`config.mk`:
```
export PLATFORM = sky130hd
export DESIGN_NAME = mult_div_unit
export DESIGN_NICKNAME = d
export VERILOG_FILES = /design/src/rtl/mult_div_unit.sv
export SDC_FILE = /design/constraint.sdc
export NUM_CORES = 1
export LEC_CHECK = 0
export ABC_AREA = 0
export CAP_MARGIN = 30
export CELL_PAD_IN_SITES_DETAIL_PLACEMENT = 0
export CELL_PAD_IN_SITES_GLOBAL_PLACEMENT = 2
export CORE_MARGIN = 4
export CORE_UTILIZATION = 38
export DETAILED_ROUTE_END_ITERATION = 10
export HOLD_SLACK_MARGIN = 0.06
export PLACE_DENSITY_LB_ADDON = 0.08
export SYNTH_ARGS = -nofsm -noshare
export SYNTH_HDL_FRONTEND = slang
export SYNTH_SLANG_ARGS = --single-unit
```
`constraint.sdc`:
```
create_clock -name clock -period 8.3 [get_ports clock]
set_input_delay 0.83 -clock clock [delete_from_list [all_inputs] [get_ports clock]]
set_output_delay 0.83 -clock clock [all_outputs]
set_load 0.01 [all_outputs]
```
`src/rtl/mult_div_unit.sv`:
```
// rtl/mult_div_unit.sv - iterative signed 32x32 multiply / 32/32 divide unit with HI/LO result registers
module mult_div_unit #(
    parameter int WIDTH = 32
) (
    input  logic             clock,
    input  logic             res,
    input  logic             start,
    input  logic             opSel,
    input  logic [WIDTH-1:0] A,
    input  logic [WIDTH-1:0] B,
    output logic             busy,
    output logic             done,
    output logic             divZero,
    output logic [WIDTH-1:0] hi,
    output logic [WIDTH-1:0] lo
);

    localparam logic [2:0] S_IDLE = 3'd0;
    localparam logic [2:0] S_MULT = 3'd1;
    localparam logic [2:0] S_DIV  = 3'd2;
    localparam logic [2:0] S_FIX  = 3'd3;
    localparam logic [2:0] S_DONE = 3'd4;

    logic [2:0]         state_q, state_d;
    logic [5:0]         cnt_q, cnt_d;
    logic [2*WIDTH-1:0] acc_q, acc_d;
    logic [WIDTH-1:0]   opnd_q, opnd_d;
    logic               op_div_q, op_div_d;
    logic               neg_res_q, neg_res_d;
    logic               sign_a_q, sign_a_d;
    logic               b_zero_q, b_zero_d;
    logic               div_zero_q, div_zero_d;
    logic [WIDTH-1:0]   hi_q, hi_d;
    logic [WIDTH-1:0]   lo_q, lo_d;

    logic [WIDTH-1:0]   abs_a, abs_b;
    logic [WIDTH:0]     mult_sum;
    logic [WIDTH:0]     div_shift;
    logic [WIDTH-1:0]   div_rem;
    logic               div_ge;
    logic [2*WIDTH-1:0] prod_fix;
    logic [WIDTH-1:0]   quot_fix, rem_fix;

    always_comb begin
        abs_a     = A[WIDTH-1] ? ('0 - A) : A;
        abs_b     = B[WIDTH-1] ? ('0 - B) : B;
        // acc holds {partial product, remaining multiplier} for MULT and {remainder, dividend/quotient} for DIV
        mult_sum  = {1'b0, acc_q[2*WIDTH-1:WIDTH]} + (acc_q[0] ? {1'b0, opnd_q} : '0);
        div_shift = acc_q[2*WIDTH-1:WIDTH-1];
        div_ge    = div_shift >= {1'b0, opnd_q};
        div_rem   = div_shift[WIDTH-1:0] - opnd_q;
        prod_fix  = neg_res_q ? ('0 - acc_q) : acc_q;
        quot_fix  = neg_res_q ? ('0 - acc_q[WIDTH-1:0]) : acc_q[WIDTH-1:0];
        rem_fix   = sign_a_q ? ('0 - acc_q[2*WIDTH-1:WIDTH]) : acc_q[2*WIDTH-1:WIDTH];

        state_d    = state_q;
        cnt_d      = cnt_q;
        acc_d      = acc_q;
        opnd_d     = opnd_q;
        op_div_d   = op_div_q;
        neg_res_d  = neg_res_q;
        sign_a_d   = sign_a_q;
        b_zero_d   = b_zero_q;
        div_zero_d = div_zero_q;
        hi_d       = hi_q;
        lo_d       = lo_q;

        case (state_q)
            S_IDLE: begin
                if (start) begin
                    state_d    = opSel ? S_DIV : S_MULT;
                    cnt_d      = '0;
                    acc_d      = {{WIDTH{1'b0}}, (opSel ? abs_a : abs_b)};
                    opnd_d     = opSel ? abs_b : abs_a;
                    op_div_d   = opSel;
                    neg_res_d  = A[WIDTH-1] ^ B[WIDTH-1];
                    sign_a_d   = A[WIDTH-1];
                    b_zero_d   = (B == '0);
                    div_zero_d = 1'b0;
                end
            end
            S_MULT: begin
                acc_d = {mult_sum, acc_q[WIDTH-1:1]};
                cnt_d = cnt_q + 6'd1;
                if (cnt_q == 6'd31) begin
                    cnt_d   = '0;
                    state_d = S_FIX;
                end
            end
            S_DIV: begin
                if (b_zero_q) begin
                    state_d    = S_DONE;
                    div_zero_d = 1'b1;
                end else begin
                    acc_d = div_ge ? {div_rem, acc_q[WIDTH-2:0], 1'b1}
                                   : {div_shift[WIDTH-1:0], acc_q[WIDTH-2:0], 1'b0};
                    cnt_d = cnt_q + 6'd1;
                    if (cnt_q == 6'd31) begin
                        cnt_d   = '0;
                        state_d = S_FIX;
                    end
                end
            end
            S_FIX: begin
                hi_d    = op_div_q ? rem_fix  : prod_fix[2*WIDTH-1:WIDTH];
                lo_d    = op_div_q ? quot_fix : prod_fix[WIDTH-1:0];
                state_d = S_DONE;
            end
            S_DONE: begin
                div_zero_d = 1'b0;
                state_d    = S_IDLE;
            end
            default: state_d = S_IDLE;
        endcase
    end

    always_ff @(posedge clock or negedge res) begin
        if (!res) begin
            state_q    <= S_IDLE;
            cnt_q      <= '0;
            acc_q      <= '0;
            opnd_q     <= '0;
            op_div_q   <= 1'b0;
            neg_res_q  <= 1'b0;
            sign_a_q   <= 1'b0;
            b_zero_q   <= 1'b0;
            div_zero_q <= 1'b0;
            hi_q       <= '0;
            lo_q       <= '0;
        end else begin
            state_q    <= state_d;
            cnt_q      <= cnt_d;
            acc_q      <= acc_d;
            opnd_q     <= opnd_d;
            op_div_q   <= op_div_d;
            neg_res_q  <= neg_res_d;
            sign_a_q   <= sign_a_d;
            b_zero_q   <= b_zero_d;
            div_zero_q <= div_zero_d;
            hi_q       <= hi_d;
            lo_q       <= lo_d;
        end
    end

    assign busy    = (state_q == S_MULT) || (state_q == S_DIV) || (state_q == S_FIX);
    assign done    = (state_q == S_DONE);
    assign divZero = done && div_zero_q;
    assign hi      = hi_q;
    assign lo      = lo_q;

endmodule

```
==> results summary, run 1 <==
TritonCTS built the clock tree. The initial cell density of the core came out at 38.5%. The setup slack of the most critical reg-to-reg path is 4.05 ns. The clock-pin slew reported for the worst setup and hold paths after clock tree synthesis came out at 0.08 ns.

Counting instances in the post-synthesis netlist gives the leading cell types as sky130_fd_sc_hd__nand2_1 (257), sky130_fd_sc_hd__o21ai_0 (212), sky130_fd_sc_hd__dfrtp_1 (174). In this run the critical register-to-register path is captured at hi[27]. The placed wire-length estimate after detailed placement came out at 42.8 mm. Along the worst path, the maximum fanout reaches 7. The synthesized netlist cell count is 1914. The sequential-to-total area share from yosys stat came out at 29.3%. In this run, placement finished with an instance count of 2456. The portion of synthesized cell area occupied by the leading cell type is 29.3%. The top-level port count came out at 135. The chip height came out at 206 um.

Of the cells placed in the final design, the portion with a size suffix greater than 1 is 5.18%. On the critical path, the stage with the largest delay is an instance of sky130_fd_sc_hd__nor4_1. The worst reg2reg path startpoint is acc_q[24].

The arrival time of the worst setup path came out at 4.57 ns. The part of the cycle the worst path needs came out at 51.3%. The delay of the slowest cell on the worst path came out at 0.98 ns. The post-detailed-routing wire length is 54.8 mm. The count of different cell masters after synthesis is 74. The critical path ends at hi[27].

The dominant cell type by area after synthesis is sky130_fd_sc_hd__dfrtp_1. Setup violations remaining at the end of the flow were counted as 0. The required time at the worst-slack endpoint is 8.61 ns. The detailed router finished its first iteration with 1247 violations. The leakage power came out at 7.12 nW. The final net count came out at 2096. For this run, the detailed router's first-pass iteration total came to 5. The post-detailed-route count of antenna-violating nets came out at 0. The buffer and inverter count on the worst path is 0. The peak supply drop is 0.000210 V. After detailed routing, the average wire length per cell comes to 22.0 um. The total count of max-transition violations in the final report was 0.

The global-route congestion overflow total came out at 0. For the pin with the worst max-slew slack, the measured transition is 1.09 ns. The chip width is 206 um. The fill cell instance count of the final layout came out at 3971. Grouping stages by cell kind, the critical path spends the most delay in simple AND/OR/NAND/NOR gates. The library cell with the highest instance count after synthesis is sky130_fd_sc_hd__nand2_1. The number of cells on the critical path came out at 7. The share of async-settable or async-resettable flops after synthesis is 100%.

The pre-CTS worst setup slack came out at 4.01 ns. Each instance of the synthesized netlist takes up on average 7.76 um^2. Once layout is complete, the cells apart from fillers number 2488. The total of flip-flops plus latches after synthesis is 174. The routed via count came out at 14546. The worst setup path is launched from a flop. The area growth from synthesis to layout is 15.7%. The tightest min-delay check is of the in -> async type. STA classifies the critical path endpoint as a flop.

In this run the number of H-tree levels came out at 4. The pin count of the biggest net entering global routing came out at 101. In the post-synthesis netlist, the biggest area contributors are sky130_fd_sc_hd__dfrtp_1 (29%), sky130_fd_sc_hd__o21ai_0 (7.1%), sky130_fd_sc_hd__nand2_1 (6.5%), sky130_fd_sc_hd__ha_1 (5.8%), sky130_fd_sc_hd__xor2_1 (5.0%). The DRC violation count after routing is 0.

The first global-routing pass estimated 83.7 mm of wire. Measured in cells, the most critical reg-to-reg path has a length of 7. The setup path with the least slack is of type reg -> reg. The beginning of the critical path is acc_q[24]. The post-CTS setup buffer count is 0.

The post-synthesis cell area came out at 14900 um^2. The critical path goes through nor4_1, nor3b_1, nand3_1, o21ai_2, a31oi_1, xnor2_1, o21ai_0. The predominant post-synthesis flop cell is sky130_fd_sc_hd__dfrtp_1. The core footprint came out at 38600 um^2. The global placer's final weighted congestion is 0.932. The detail-routed via count per cell came out at 5.85. In this run the core area contains 72 standard-cell rows. The setup slack after layout is 4.05 ns.

The worst-skew pair later-pin latency came out at 0.46 ns. Between clock sinks in the finished design, the worst skew comes to 0.0147 ns. The total power of the final layout is 7.74 mW. Yosys mapped a number of flops with a built-in enable equal to 0.

The number of warnings issued by yosys is 0. CTS placed an instance of sky130_fd_sc_hd__clkbuf_16 at the clock tree root. The number of buffers added by the clock tree synthesis step came out at 17. The number of max-cap violations is 0. The routed design could run at a clock period as short as 4.25 ns. Gates resized during post-CTS repair numbered 0. The repair_antennas step left the layout with diodes totalling 0.

The worst pin sits at a relative slew slack of 26.6%. The final number of hold-violating endpoints came out at 0. The run finished with clean final reports. For the final routed database, the setup TNS stands at 0 ns. The sink count of the clock tree is 174. The count of buffers inserted at the top-level ports came out at 134. The power per cell area came out at 450 nW/um^2. The die covers 42300 um^2. The via count of the first global-routing pass was 13715. Synthesis produced a netlist with a net count of 2053.

The peak clock frequency supported by timing came out at 235 MHz. Setup repair after global routing left no endpoint under its margin. In this run, post-CTS hold repair placed 0 buffers. The initial antenna violation count was 2. The clock passes through at most 2 buffers. For this run, the total global-route usage over all layers was measured as 25.6%.

The worst hold slack is 0.319 ns.
-- metrics by stage --
step	area (um^2)	util, %
floorplan	14900	-
global placement	16500	42.7
detailed placement	16600	42.9
CTS	17200	44.5
global route	17200	44.5
finish	17200	44.5
-- registers in the layout (all words and copies together), names as in the netlist, 3 cells and up --
register	count
lo	32
opnd_q	32
cnt_q	6
state_q	3
hi	32
acc_q	64
-- cell usage in the layout (no fill, tap or decap), types with 44 or more instances in the layout --
cell type / Yosys / layout
sky130_fd_sc_hd__nor2_1: 137 / 136
sky130_fd_sc_hd__xnor2_1: 82 / 82
sky130_fd_sc_hd__clkdlybuf4s50_1: 0 / 132
sky130_fd_sc_hd__nand2_1: 257 / 255
sky130_fd_sc_hd__o21ai_0: 212 / 212
sky130_fd_sc_hd__ha_1: 69 / 69
sky130_fd_sc_hd__xor2_1: 84 / 84
sky130_fd_sc_hd__inv_1: 63 / 63
sky130_fd_sc_hd__dfrtp_1: 174 / 174
sky130_fd_sc_hd__a21oi_1: 118 / 117
sky130_fd_sc_hd__nor3_1: 45 / 44
-- layout make-up --
type	instances	area, um^2	area share (%)
timing repair buffer	158	1560	9.05
tap	518	648	3.77
clock buffer	18	439	2.55
multi-input combinational	1543	9780	56.9
inverter	63	236	1.38
sequential	174	4350	25.3
clock inverter	14	174	1.01
-- where the power goes --
| group | switching, mW | total, mW | internal, mW |
|---|---|---|---|
| clock network | 0.400 | 0.865 | 0.465 |
| logic | 3.12 | 5.08 | 1.96 |
| registers | 0.558 | 1.79 | 1.23 |
| total | 4.08 | 7.74 | 3.66 |
-- layer usage --
metal  vias up  share of wire [%]  GRT usage (%)
met1      6996                 48           38.1
met5         -              0.024              0
met3        63                6.5           5.41
met2       397                 43           37.6
met4         2                2.0           6.56
li1       7088                  -              -
-- worst min-delay path by stage --
stage	start	to
2_1_floorplan	cnt_q[5]	cnt_q[5]
3_3_place_gp	hi[3]	hi[3]
3_5_place_dp	opnd_q[10]	opnd_q[10]
4_1_cts	res	hi[18]
5_1_grt	res	hi[18]
6_report	res	hi[18]
-- cells by family after synthesis --
| family | after synthesis | share of synthesized area, % |
|---|---|---|
| AOI/OAI and AO/OA | 651 | 28.4 |
| xor gates and xnor gates | 166 | 9.78 |
| adders and majority gates | 71 | 6.08 |
| buffers and inverters | 197 | 5.06 |
| DFF | 174 | 29.3 |
| muxes | 15 | 1.03 |
| and+or+nand+nor | 640 | 20.4 |
-- worst register-to-register path, delay by kind of cell, from the launching register on --
family	cells	cell delay [ns]
xor+xnor	1	0.61
flops	1	0.52
compound gates	3	0.77
simple gates	3	2.21
No activity file was read; power rests on OpenSTA's default activity.
==> run 2, diff against run 1 <==
--- a/config.mk
+++ b/config.mk
@@ -10,7 +10,7 @@
 export CELL_PAD_IN_SITES_DETAIL_PLACEMENT = 0
 export CELL_PAD_IN_SITES_GLOBAL_PLACEMENT = 2
 export CORE_MARGIN = 4
-export CORE_UTILIZATION = 38
+export CORE_UTILIZATION = 32
 export DETAILED_ROUTE_END_ITERATION = 10
 export HOLD_SLACK_MARGIN = 0.06
 export PLACE_DENSITY_LB_ADDON = 0.08
==> constraint.sdc (replaced) <==
create_clock -name clock -period 3.7 [get_ports clock]
set_input_delay 0.37 -clock clock [delete_from_list [all_inputs] [get_ports clock]]
set_output_delay 0.37 -clock clock [all_outputs]
set_load 0.01 [all_outputs]
==> run 2 against run 1 <==
Compared with the run above: worst setup slack lost 3.8 ns; die area grew 18%; clock-buffer cell count grew 1; critical path depth grew 3; core utilization shrank 5.0 points; cell count grew 7.4%; maximum frequency grew 21%; worst hold slack gained 0.10 ns; total power grew 140%; global-route usage shrank 2.0 points; non-clock buffer count grew 101; critical endpoint is now hi[28]; largest power group unchanged.
==> results summary, run 2 (synthesized netlist as in run 1, its figures left out) <==
The run finished with clean final reports. The pin count of the biggest net entering global routing is 85. The chip height came out at 223 um. The share of post-route cells with drive strength above 1 came out at 9.85%. The worst hold slack is 0.420 ns.

After the first detailed-routing iteration, the DRC count stood at 1197. The via count of the first global-routing pass is 14272. The fill cell instance count of the final layout is 4823. Leaving out fill and tap cells, the most frequent cells in the layout are sky130_fd_sc_hd__nand2_1 (256), sky130_fd_sc_hd__o21ai_0 (212), sky130_fd_sc_hd__dfrtp_1 (174), sky130_fd_sc_hd__nor2_1 (136), sky130_fd_sc_hd__clkdlybuf4s50_1 (132). The startpoint kind of the worst setup timing path is a flop. The arrival time of the worst setup path is 3.87 ns. The top-level port count came out at 135. VDD sags by at most 0.000474 V.

The setup violation total in the final timing report is 0. The final worst clock skew came out at 0.0129 ns. The part of the cycle the worst path needs came out at 94.7%. For this run, the top clock speed supported by timing is 285 MHz. The required time at the worst-slack endpoint is 4.07 ns. The post-detailed-routing wire length is 59.8 mm. The cell sitting at the root of the clock tree is a sky130_fd_sc_hd__clkbuf_16. The pre-CTS worst setup slack came out at 0.0961 ns. The setup slack after layout is 0.197 ns. The final net count is 2197. The total count of max-transition violations in the final report came out at 0. The number of clock buffers added by TritonCTS is 17. The delay of the slowest cell on the worst path is 0.62 ns.

The number of buffers between clock root and the deepest sink is 2. The initial antenna violation count is 0. Setup repair after global routing left no endpoint under its margin. The worst hold path belongs to the class in -> reg.

The minimum period implied by the final worst setup slack is 3.50 ns. The actual slew at the worst max-slew pin is 1.02 ns. The number of core rows is 78. The placed wire-length estimate after detailed placement came out at 47.9 mm.

The total die area came out at 50000 um^2. The number of levels in the clock H-tree is 4. The analysis attributes to cell leakage a power of 7.58 nW.

The worst hold path was traced through 3 stages. The kind of capture point of the worst setup path is a flop. Among all stages on the critical path, the largest delay is contributed by sky130_fd_sc_hd__or4_1. The total global routing track utilization is 23.5%.

The worst-path maximum fanout came out at 6. The routed via count is 14991. The count of cells along the worst register-to-register path is 10. CTS saw 174 sinks. The library cell used most frequently in the layout, excluding fill and tap cells, is sky130_fd_sc_hd__nand2_1. The post-detailed-route count of antenna-violating nets is 0. Ranked by flip-flop count, first place goes to acc_q.

The initial utilization of the core area, before any placement, comes to 32.5%. The flip-flop count of the largest register, all copies and words added came out at 64. The critical path goes through inv_1, ha_1, or3b_2, or4_1, nor4_4, a21oi_1, or4_4, o21ai_2, xor2_1, o21ai_1. At the end of the flow the core is filled with cells to 39.4%. The number of max-cap violations came out at 0. The clock reaches the later pin of the worst-skew pair after 0.49 ns. The final sum of negative setup slack is 0 ns.

The DRC violation count after routing came out at 0. The worst setup path category is reg -> reg. The chip width came out at 223 um.

The global-route congestion overflow total came out at 0. The remaining max-slew budget at the tightest pin is 31.8%. The number of iterations in the first detailed-routing pass came out at 5. Dividing total power by cell area gives a power density of 1010 nW/um^2. Compared with the post-synthesis result, the final layout area differs by 21.2%. Using the TritonRoute via totals, the vias-per-cell ratio works out to 5.61. The final number of hold-violating endpoints is 0.

The number of antenna cells inserted is 0. The routed wire length per instance came out at 22.4 um. At the end of routability-driven placement, the weighted congestion stood at 0.903. The core footprint came out at 45700 um^2. The first-pass GRT wire length is 90.2 mm. The post-CTS setup buffer count came out at 0.

The clock-pin slew reported for the worst setup and hold paths after clock tree synthesis is 0.07 ns. TritonCTS built the clock tree. The count of buffers inserted at the top-level ports came out at 134.
[run 2: final timing paths]
check	from	end	slack [ns]
worst min-delay path	opSel	opnd_q[0]	0.42
worst max-delay path	acc_q[0]	hi[28]	0.20
worst max register to register	acc_q[0]	hi[28]	0.20
worst min register to register	hi[9]	hi[9]	0.48
min in group asynchronous	res	hi[22]	0.48
max in group asynchronous	res	cnt_q[3]	2.18
[run 2: power by group]
group	internal, mW	total [mW]	switching, mW	leakage [nW]
Clock	0.903	1.82	0.917	0.269
Sequential	2.78	3.55	0.766	2.18
Combinational	5.00	12.8	7.84	5.13
Total	8.68	18.2	9.52	7.58
[run 2: repair_timing]
item	in CTS	in global routing
hold endpoints to repair	81	0
hold buffers	1	0
resized for setup	0	4
endpoints found under the setup margin	0	4
[run 2: final cells by class]
class	instances	area, um^2	share of cell area (%)
inverters	63	236	1.31
clock buffers	19	443	2.46
flip-flops and latches	174	4350	24.2
repair buffers	259	2300	12.8
multi-input cells	1543	9800	54.4
well taps	600	751	4.17
clock inverters	13	125	0.694
[run 2: per-stage QoR]
step / power (mW) / cells / instance area, um^2
2_1_floorplan: 11.3 / 1914 / 14900
3_3_place_gp: 16.3 / 2638 / 17400
3_5_place_dp: 16.3 / 2638 / 17400
4_1_cts: 18.2 / 2671 / 18000
5_1_grt: 19.7 / 2671 / 18000
6_report: 18.2 / 2671 / 18000
[run 2: per-layer routing]
layer	global-route usage, %	vias up	wire length (um)
met4	6.18	0	1260
li1	-	7283	-
met3	5.34	61	3580
met5	0	-	0
met1	34.2	7252	29000
met2	35.3	395	26000
[run 2: worst max-delay path: cells and delay by family (launching register included)]
family	cells	cell delay (ns)
adder cells (fa/ha/maj)	1	0.26
XOR/XNOR	1	0.16
flip-flops	1	0.42
buffers and inverters	1	0.15
AO/OA/AOI/OAI	3	0.37
AND/OR/NAND/NOR	4	2.03
